## src/rtl/serial_adder.sv

```systemverilog
// serial_adder
// Bit-serial adder: adds two WIDTH-bit operands plus a carry-in one bit
// per clock, LSB first, using a single full-adder slice and a carry flop.
//
// Timing: the accept edge loads the operands; the next WIDTH edges each
// process one bit (bit 0 first). The edge that processes bit WIDTH-1
// publishes the result and enters DONE. The block is back in IDLE one
// edge later, so consecutive starts are WIDTH+2 cycles apart.
//
// Ports
//   clk      in   clock, rising edge
//   rst_n    in   synchronous active-low reset
//   start    in   begin an addition (sampled only while ready=1)
//   a, b     in   WIDTH-bit operands, captured on the accept edge
//   c_in     in   carry-in, captured on the accept edge
//   ready    out  high in IDLE
//   busy     out  high in ADD
//   done     out  one-cycle pulse in DONE
//   sum      out  WIDTH-bit result of the last completed addition
//   c_out    out  carry-out of the last completed addition
//   overflow out  two's-complement overflow of the last completed addition
module serial_adder #(
    parameter int WIDTH = 8
) (
    input  logic             clk,
    input  logic             rst_n,
    input  logic             start,
    input  logic [WIDTH-1:0] a,
    input  logic [WIDTH-1:0] b,
    input  logic             c_in,
    output logic             ready,
    output logic             busy,
    output logic             done,
    output logic [WIDTH-1:0] sum,
    output logic             c_out,
    output logic             overflow
);

    // One extra bit over what WIDTH-1 needs, so the counter can never wrap
    // inside an operation.
    localparam int CNT_W = $clog2(WIDTH) + 1;
    localparam logic [CNT_W-1:0] CNT_ONE  = CNT_W'(1);
    localparam logic [CNT_W-1:0] CNT_LAST = CNT_W'(WIDTH - 1);

    typedef enum logic [1:0] {
        IDLE = 2'd0,
        ADD  = 2'd1,
        DONE = 2'd2
    } state_t;

    state_t           state_reg;
    state_t           state_next;

    logic [WIDTH-1:0] a_sh_reg;
    logic [WIDTH-1:0] b_sh_reg;
    logic [WIDTH-1:0] res_reg;
    logic             carry_reg;
    logic [CNT_W-1:0] cnt_reg;
    logic [WIDTH-1:0] sum_reg;
    logic             c_out_reg;
    logic             ovf_reg;

    // Full-adder slice on the current LSBs.
    logic bit_a;
    logic bit_b;
    logic s_bit;
    logic carry_bit;
    logic last_bit;

    assign bit_a     = a_sh_reg[0];
    assign bit_b     = b_sh_reg[0];
    assign s_bit     = bit_a ^ bit_b ^ carry_reg;
    assign carry_bit = (bit_a & bit_b) | (carry_reg & (bit_a ^ bit_b));
    assign last_bit  = (cnt_reg == CNT_LAST);

    // State register.
    always_ff @(posedge clk) begin
        if (!rst_n) begin
            state_reg <= IDLE;
        end else begin
            state_reg <= state_next;
        end
    end

    // Next-state and status outputs.
    always_comb begin
        state_next = state_reg;
        ready      = 1'b0;
        busy       = 1'b0;
        done       = 1'b0;
        case (state_reg)
            IDLE: begin
                ready = 1'b1;
                if (start) begin
                    state_next = ADD;
                end
            end
            ADD: begin
                busy = 1'b1;
                if (last_bit) begin
                    state_next = DONE;
                end
            end
            DONE: begin
                done       = 1'b1;
                state_next = IDLE;
            end
            default: begin
                state_next = IDLE;
            end
        endcase
    end

    // Datapath: operand shifters, result shifter, carry, counter and the
    // published result registers.
    always_ff @(posedge clk) begin
        if (!rst_n) begin
            a_sh_reg  <= '0;
            b_sh_reg  <= '0;
            res_reg   <= '0;
            carry_reg <= 1'b0;
            cnt_reg   <= '0;
            sum_reg   <= '0;
            c_out_reg <= 1'b0;
            ovf_reg   <= 1'b0;
        end else begin
            case (state_reg)
                IDLE: begin
                    if (start) begin
                        a_sh_reg  <= a;
                        b_sh_reg  <= b;
                        carry_reg <= c_in;
                        cnt_reg   <= '0;
                    end
                end
                ADD: begin
                    a_sh_reg  <= a_sh_reg >> 1;
                    b_sh_reg  <= b_sh_reg >> 1;
                    res_reg   <= {s_bit, res_reg[WIDTH-1:1]};
                    carry_reg <= carry_bit;
                    cnt_reg   <= cnt_reg + CNT_ONE;
                    if (last_bit) begin
                        // carry_reg still holds the carry into the MSB here,
                        // which is what the overflow rule needs.
                        sum_reg   <= {s_bit, res_reg[WIDTH-1:1]};
                        c_out_reg <= carry_bit;
                        ovf_reg   <= carry_bit ^ carry_reg;
                    end
                end
                default: begin
                end
            endcase
        end
    end

    assign sum      = sum_reg;
    assign c_out    = c_out_reg;
    assign overflow = ovf_reg;

endmodule

```

## config.mk

```make
export PLATFORM = sky130hd
export DESIGN_NAME = serial_adder
export DESIGN_NICKNAME = d
export VERILOG_FILES = /design/src/rtl/serial_adder.sv
export SDC_FILE = /design/constraint.sdc
export NUM_CORES = 1
export LEC_CHECK = 0
export ABC_AREA = 1
export BUFFER_PORTS_ARGS = -buffer_cell sky130_fd_sc_hd__clkbuf_2
export CAP_MARGIN = 5
export CELL_PAD_IN_SITES_DETAIL_PLACEMENT = 0
export CELL_PAD_IN_SITES_GLOBAL_PLACEMENT = 1
export CORE_MARGIN = 5
export CORE_UTILIZATION = 41
export DETAILED_ROUTE_END_ITERATION = 8
export HOLD_SLACK_MARGIN = 0.03
export PLACE_DENSITY_LB_ADDON = 0.12
export SETUP_SLACK_MARGIN = 0.2
export SYNTH_ARGS = -nofsm -noshare
export SYNTH_HDL_FRONTEND = slang
export SYNTH_SLANG_ARGS = --single-unit
```

## constraint.sdc

```tcl
create_clock -name clk -period 3.7 [get_ports clk]
set_input_delay 0.37 -clock clk [delete_from_list [all_inputs] [get_ports clk]]
set_output_delay 0.37 -clock clk [all_outputs]
set_load 0.01 [all_outputs]
```

## Yosys cells after proc, flatten, opt, wreduce, memory -nomap -nowiden

Index checks and enable logic that the tools add are counted.

- Register bits: 41
- Bits of input ports: 20
- Logic and storage cells: 40

- Add/sub/neg operators: 1
- Eq/ne operators: 5
- Multiplexer cells: 14
- Bitwise operators: 6
- Reduce and logical (&&, ||, !) cells: 5

Operators with widths:

| cell | number |
|---|---|
| 8-bit one-hot mux with 2 select lines | 2 |
| 8-bit 2-to-1 mux | 2 |
| 4-bit one-hot mux with 2 select lines | 1 |
| 2-bit AND reduction | 3 |
| 4-bit by 1-bit adder with 4-bit output, second input constant | 1 |
| 4-bit by 3-bit equality test with 1-bit output, second input constant | 1 |
| 1-bit 2-to-1 mux | 4 |
| 2-bit 2-to-1 mux | 2 |
| 4-bit 2-to-1 mux | 1 |
| 2-bit != test, second input constant | 2 |
| 2-bit one-hot mux with 2 select lines | 1 |
| 1-bit XOR | 3 |
| 1-bit bitwise AND | 2 |
| 2-bit by 1-bit equality test with 1-bit output, second input constant | 1 |
| 2-bit equality test, second input constant | 1 |
| 2-bit zero test | 1 |
| 1-bit one-hot mux with 2 select lines | 1 |
| 2-bit nonzero test | 1 |
| 1-bit bitwise OR | 1 |

## Logic depth before layout (Yosys ltp)

- Word-level depth: 4
- Mapped depth: 7
- Mapped depth without buffers: 7

## Worst setup path after synthesis

No wires, ideal clock.

- Kind: reg-to-reg
- Start point: register a_sh_reg[0]
- End point: register ovf_reg, in the netlist overflow
- Library setup time: 0.113 ns
- Arrival: 1.057 ns
- Slack: 2.531 ns
- Stages on the path, launching flop included: 8
- Path buffers: 0
- Period minus slack after synthesis: 1.169 ns
- Cells stage by stage: dfxtp_1 > fa_1 > inv_1 > nand2_1 > nand2_1 > nand3_1 > nand2_1 > nor2_1

- Word-level cells in the longest chain between the ends: 4
- Elaborated cells between the ends (all ways): 5
- Those cells by class: bitwise: 5

RTL lines:

| element | line | RTL |
|---|---|---|
| from (decl) | 54 | `logic [WIDTH-1:0] a_sh_reg;` |
| from (signal assigned) | 137 | `a_sh_reg <= a_sh_reg >> 1;` |
| 1-bit XOR | 73 | `assign carry_bit = (bit_a & bit_b) \| (carry_reg & (bit_a ^ bit_b));` |
| 1-bit bitwise AND | 73 |  |
| 1-bit bitwise OR (*) | 73 |  |
| named net carry_bit | 67 | `logic carry_bit;` |
| 1-bit XOR (*) | 147 | `ovf_reg <= carry_bit ^ carry_reg;` |
| to (signal assigned) | 147 |  |
| to (decl) | 61 | `logic ovf_reg;` |

Mark *: on every way through the listed nets, which the timed path passes. The rest lies on a longest branch.
A chain may end at the register's enable or synchronous reset.

## Final worst setup path

- Start point: register state_reg[0]
- End point: output port busy

- Word-level cells in the longest chain between the ends: 2

RTL lines:

| element | line | RTL |
|---|---|---|
| from (decl) | 51 | `state_t state_reg;` |
| from (signal assigned) | 81 | `state_reg <= state_next;` |
| 2-bit by 1-bit equality test with 1-bit output | 91 | `case (state_reg)` |
| 1-bit 2-to-1 mux | 91 |  |
| to (decl) | 32 | `output logic busy,` |

No other way between the ends.

==> results.txt <==
----------------------------------------------------
[CTS]
  Worst-skew pair later-pin latency ... 0.29 ns
  H-tree lvl count ... 2
  Post-CTS setup buffer count ... 0
  Number of hold buffers added after cts ... 0
  Number of buffers added by the clock tree synthesis step ... 5
  TritonCTS clock tree ... built
  Root buffer cell ... sky130_fd_sc_hd__clkbuf_8
  # resized after CTS ... 0
  Clk buf depth ... 2
  Clk sink count ... 40
  Clock-pin transition on the worst setup and hold timing paths ... 0.08 ns

[Pwr]
  Power per unit of standard cell area ... 469 nW/µm²
  IR Drop Worst-Case VDD ... 146 µV
  Leak pwr ... 0.967 nW

[Synth]
  Synthesized area per cell ... 6.92 µm²
  Area of the mapped netlist ... 1830 µm²
  Synth Area in XOR/XNOR ... 0%
  Synthesized-area fraction occupied by and/or/nand/nor cells ... 38.0%
  Fraction of synthesized area in multiplexers ... 0%
  Adder-cell share of the synthesized area ... 1.77%
  Main combinational cell family by area after synthesis ... simple AND/OR/NAND/NOR gates
  Complex-gate fraction of the synthesized area ... 6.07%
  Share of synthesized area occupied by flip-flops and latches ... 43.7%
  Unique cell type count in the Yosys netlist ... 23
  Synthesis warning total ... 0
  Post-Synthesis Cells ... 265
  Net count after synthesis ... 287
  Yosys reg bits ... 40

[Global route]
  Met2 global-route usage ... 20.5%
  GRT Resource Usage Total ... 13.8%
  Wire length of the first global-routing pass ... 6.64 mm
  Layer with the highest usage ... met2
  Congestion Overflow GR ... 0
  Number of global-route vias before repair ... 1,409
  Largest net degree at the start of global routing ... 36
  Met3 demand-to-capacity share in global routing ... 4.22%
  Antenna violations before repair ... 0
  Grt met1 use ... 18.6%

[Drt]
  First-pass iteration count of the detailed router ... 4
  Drc violations ... 0
  Drt first-iter violations ... 72
  Number of vias per cell after detailed routing ... 4.59
  Mean routed wirelength per cell ... 11.0 µm
  Total vias in the final route ... 1,585
  Remaining antenna violation count ... 0
  Total wire length after detailed routing ... 3.81 mm

[Placed design]
  GPL Wtd Cong ... 0.727
  Half-perimeter wire length after placement ... 2.61 mm
  Post-place instance area ... 1970 µm²
  Port Buffers ... 32

[Setup path]
  Crit. End Element ... output pin
  Crit Path Category ... flop to output pin
  Setup slack, reg-to-reg ... 2.13 ns
  Number of cells traversed by the worst register-to-register path ... 5
  Worst reg2reg endpoint ... sum[5]$_SDFFE_PN0P_
  Signal arrival time at the worst endpoint ... 1.64 ns
  Required time of the worst setup path ... 3.33 ns
  Critical-path maximum fanout ... 35
  Startpoint types ... flop
  Reg-to-Reg Start ... state_reg[0]$_SDFFE_PN0P_

[Finish]
  Number of nets at the end of the flow ... 314
  Multi-input gate area ... 841 µm²
  Finished Cell Area ... 2090 µm²
  Final core occ ... 48.1%
  Area growth syn-to-layout ... 14.2%
  Seq. cell area ... 801 µm²
  Diode insertion count for antenna repair ... 0
  Filler cell count in the final layout ... 482
  Top library cells by usage in the layout, fill and taps aside ... sky130_fd_sc_hd__nand2_1 (66), sky130_fd_sc_hd__nor2_1 (53), sky130_fd_sc_hd__dfxtp_1 (40)
  Commonest non-fill, non-tap cell in the layout ... sky130_fd_sc_hd__nand2_1
  Fraction of layout cells with a size suffix above 1 ... 19.1%

[STA]
  Final worst path period need ... 2.01 ns
  Worst max-slew margin expressed relative to the limit ... 49.0%
  Highest attainable clock frequency ... 497 MHz
  RSZ-0062 raised after global routing ... no
  Worst-case clock skew ... 0.00771 ns
  Period Utilization, post-route ... 54.4%
  Final-report setup violation count ... 0
  Total negative setup slack ... 0 ns
  Slew @ Worst Pin ... 0.763 ns
  Final hold viol count ... 0
  Number of slew-limit violations in the final report ... 0

[Floorplan]
  Boundary Pins ... 33
  Core region area ... 4350 µm²
  Number of standard-cell rows in the floorplan ... 24
  Total Die Area ... 5910 µm²
  Width of the die ... 76.9 µm
  Initial Util ... 42.1%
  Vertical die dimension ... 76.9 µm

[Flow run]
  Count of max-cap constraint violations ... 0

[Min path]
  Worst hold path stage count ... 3
  Path class of the lowest-slack min-delay path ... primary input to flop
  Launch instance of the worst min-delay path ... a[7]
  Hold Path End ... a_sh_reg[7]$_SDFFE_PN0P_

[Status]
  Status ... finished, final reports clean

----------------------------------------------------
-- synth_stat cells --
master | number | share of area, %
sky130_fd_sc_hd__a21oi_1 | 10 | 2.7
sky130_fd_sc_hd__buf_1 | 1 | 0.20
sky130_fd_sc_hd__buf_2 | 4 | 1.1
sky130_fd_sc_hd__buf_4 | 1 | 0.41
sky130_fd_sc_hd__buf_6 | 5 | 3.1
sky130_fd_sc_hd__clkbuf_1 | 1 | 0.20
sky130_fd_sc_hd__dfxtp_1 | 40 | 44
sky130_fd_sc_hd__fa_1 | 1 | 1.1
sky130_fd_sc_hd__ha_1 | 1 | 0.68
sky130_fd_sc_hd__inv_1 | 26 | 5.3
sky130_fd_sc_hd__inv_2 | 1 | 0.20
sky130_fd_sc_hd__nand2_1 | 66 | 14
sky130_fd_sc_hd__nand2_2 | 2 | 0.68
sky130_fd_sc_hd__nand3_1 | 24 | 6.5
sky130_fd_sc_hd__nand3_2 | 1 | 0.55
sky130_fd_sc_hd__nand3b_1 | 3 | 1.2
sky130_fd_sc_hd__nor2_1 | 53 | 11
sky130_fd_sc_hd__nor2_2 | 11 | 3.8
sky130_fd_sc_hd__nor2_4 | 1 | 0.61
sky130_fd_sc_hd__nor3_1 | 1 | 0.27
sky130_fd_sc_hd__o21ai_0 | 7 | 1.9
sky130_fd_sc_hd__o21ai_1 | 4 | 1.1
sky130_fd_sc_hd__o22ai_1 | 1 | 0.34
-- how the worst max path moves through the flow --
stage                                  to  slack (ns)                       from
floorplan           overflow$_SDFFE_PN0P_        2.53   a_sh_reg[0]$_SDFFE_PN0P_
global placement                     busy        2.02  state_reg[0]$_SDFFE_PN0P_
detailed placement                   busy        1.99  state_reg[0]$_SDFFE_PN0P_
CTS                                  busy        1.65  state_reg[0]$_SDFFE_PN0P_
global route                         busy        1.53  state_reg[0]$_SDFFE_PN0P_
finish                               busy        1.69  state_reg[0]$_SDFFE_PN0P_
-- cell families (layout without fill, tap and decap cells) --
group / Yosys count / after routing
flops: 40 / 40
fa+ha+maj: 2 / 2
buf+inv: 39 / 67
compound gates: 22 / 22
simple gates: 162 / 162
-- report_power, final --
part | total (W) | switching (W) | internal (W)
logic | 0.000123 | 0.0000818 | 0.0000414
registers | 0.000468 | 0.0000131 | 0.000455
clock network | 0.000390 | 0.000152 | 0.000238
-- critical path: stages (launching register included) --
cell	delay, ns
sky130_fd_sc_hd__dfxtp_1	0.40
sky130_fd_sc_hd__inv_1	0.09
sky130_fd_sc_hd__nor2_4	0.59
sky130_fd_sc_hd__clkbuf_2	0.26
-- final cells by class --
class                           instances  area share, %
Multi-Input combinational cell        186           40.1
Sequential cell                        40           38.2
Timing Repair Buffer                   32           7.65
Inverter                               27           4.84
Clock buffer                            7           4.60
Tap cell                               52           3.11
Clock inverter                          1           1.43
-- stage by stage --
stage	power [W]	instances	worst slack (ns)	hold slack (ns)
finish	0.000981	345	1.69	0.312
global route	0.00104	345	1.53	0.320
CTS	0.000995	345	1.65	0.304
detailed placement	0.000603	337	1.99	0.441
global placement	0.000602	337	2.02	0.437
floorplan	0.000582	265	2.53	0.427
-- routing by layer --
| layer | wire length (µm) | vias to the layer above |
|---|---|---|
| met3 | 177 | 4 |
| met5 | 0 | - |
| met4 | 34 | 0 |
| met2 | 1750 | 29 |
| li1 | - | 869 |
| met1 | 1850 | 683 |
Power figures use the tool's default switching activity.
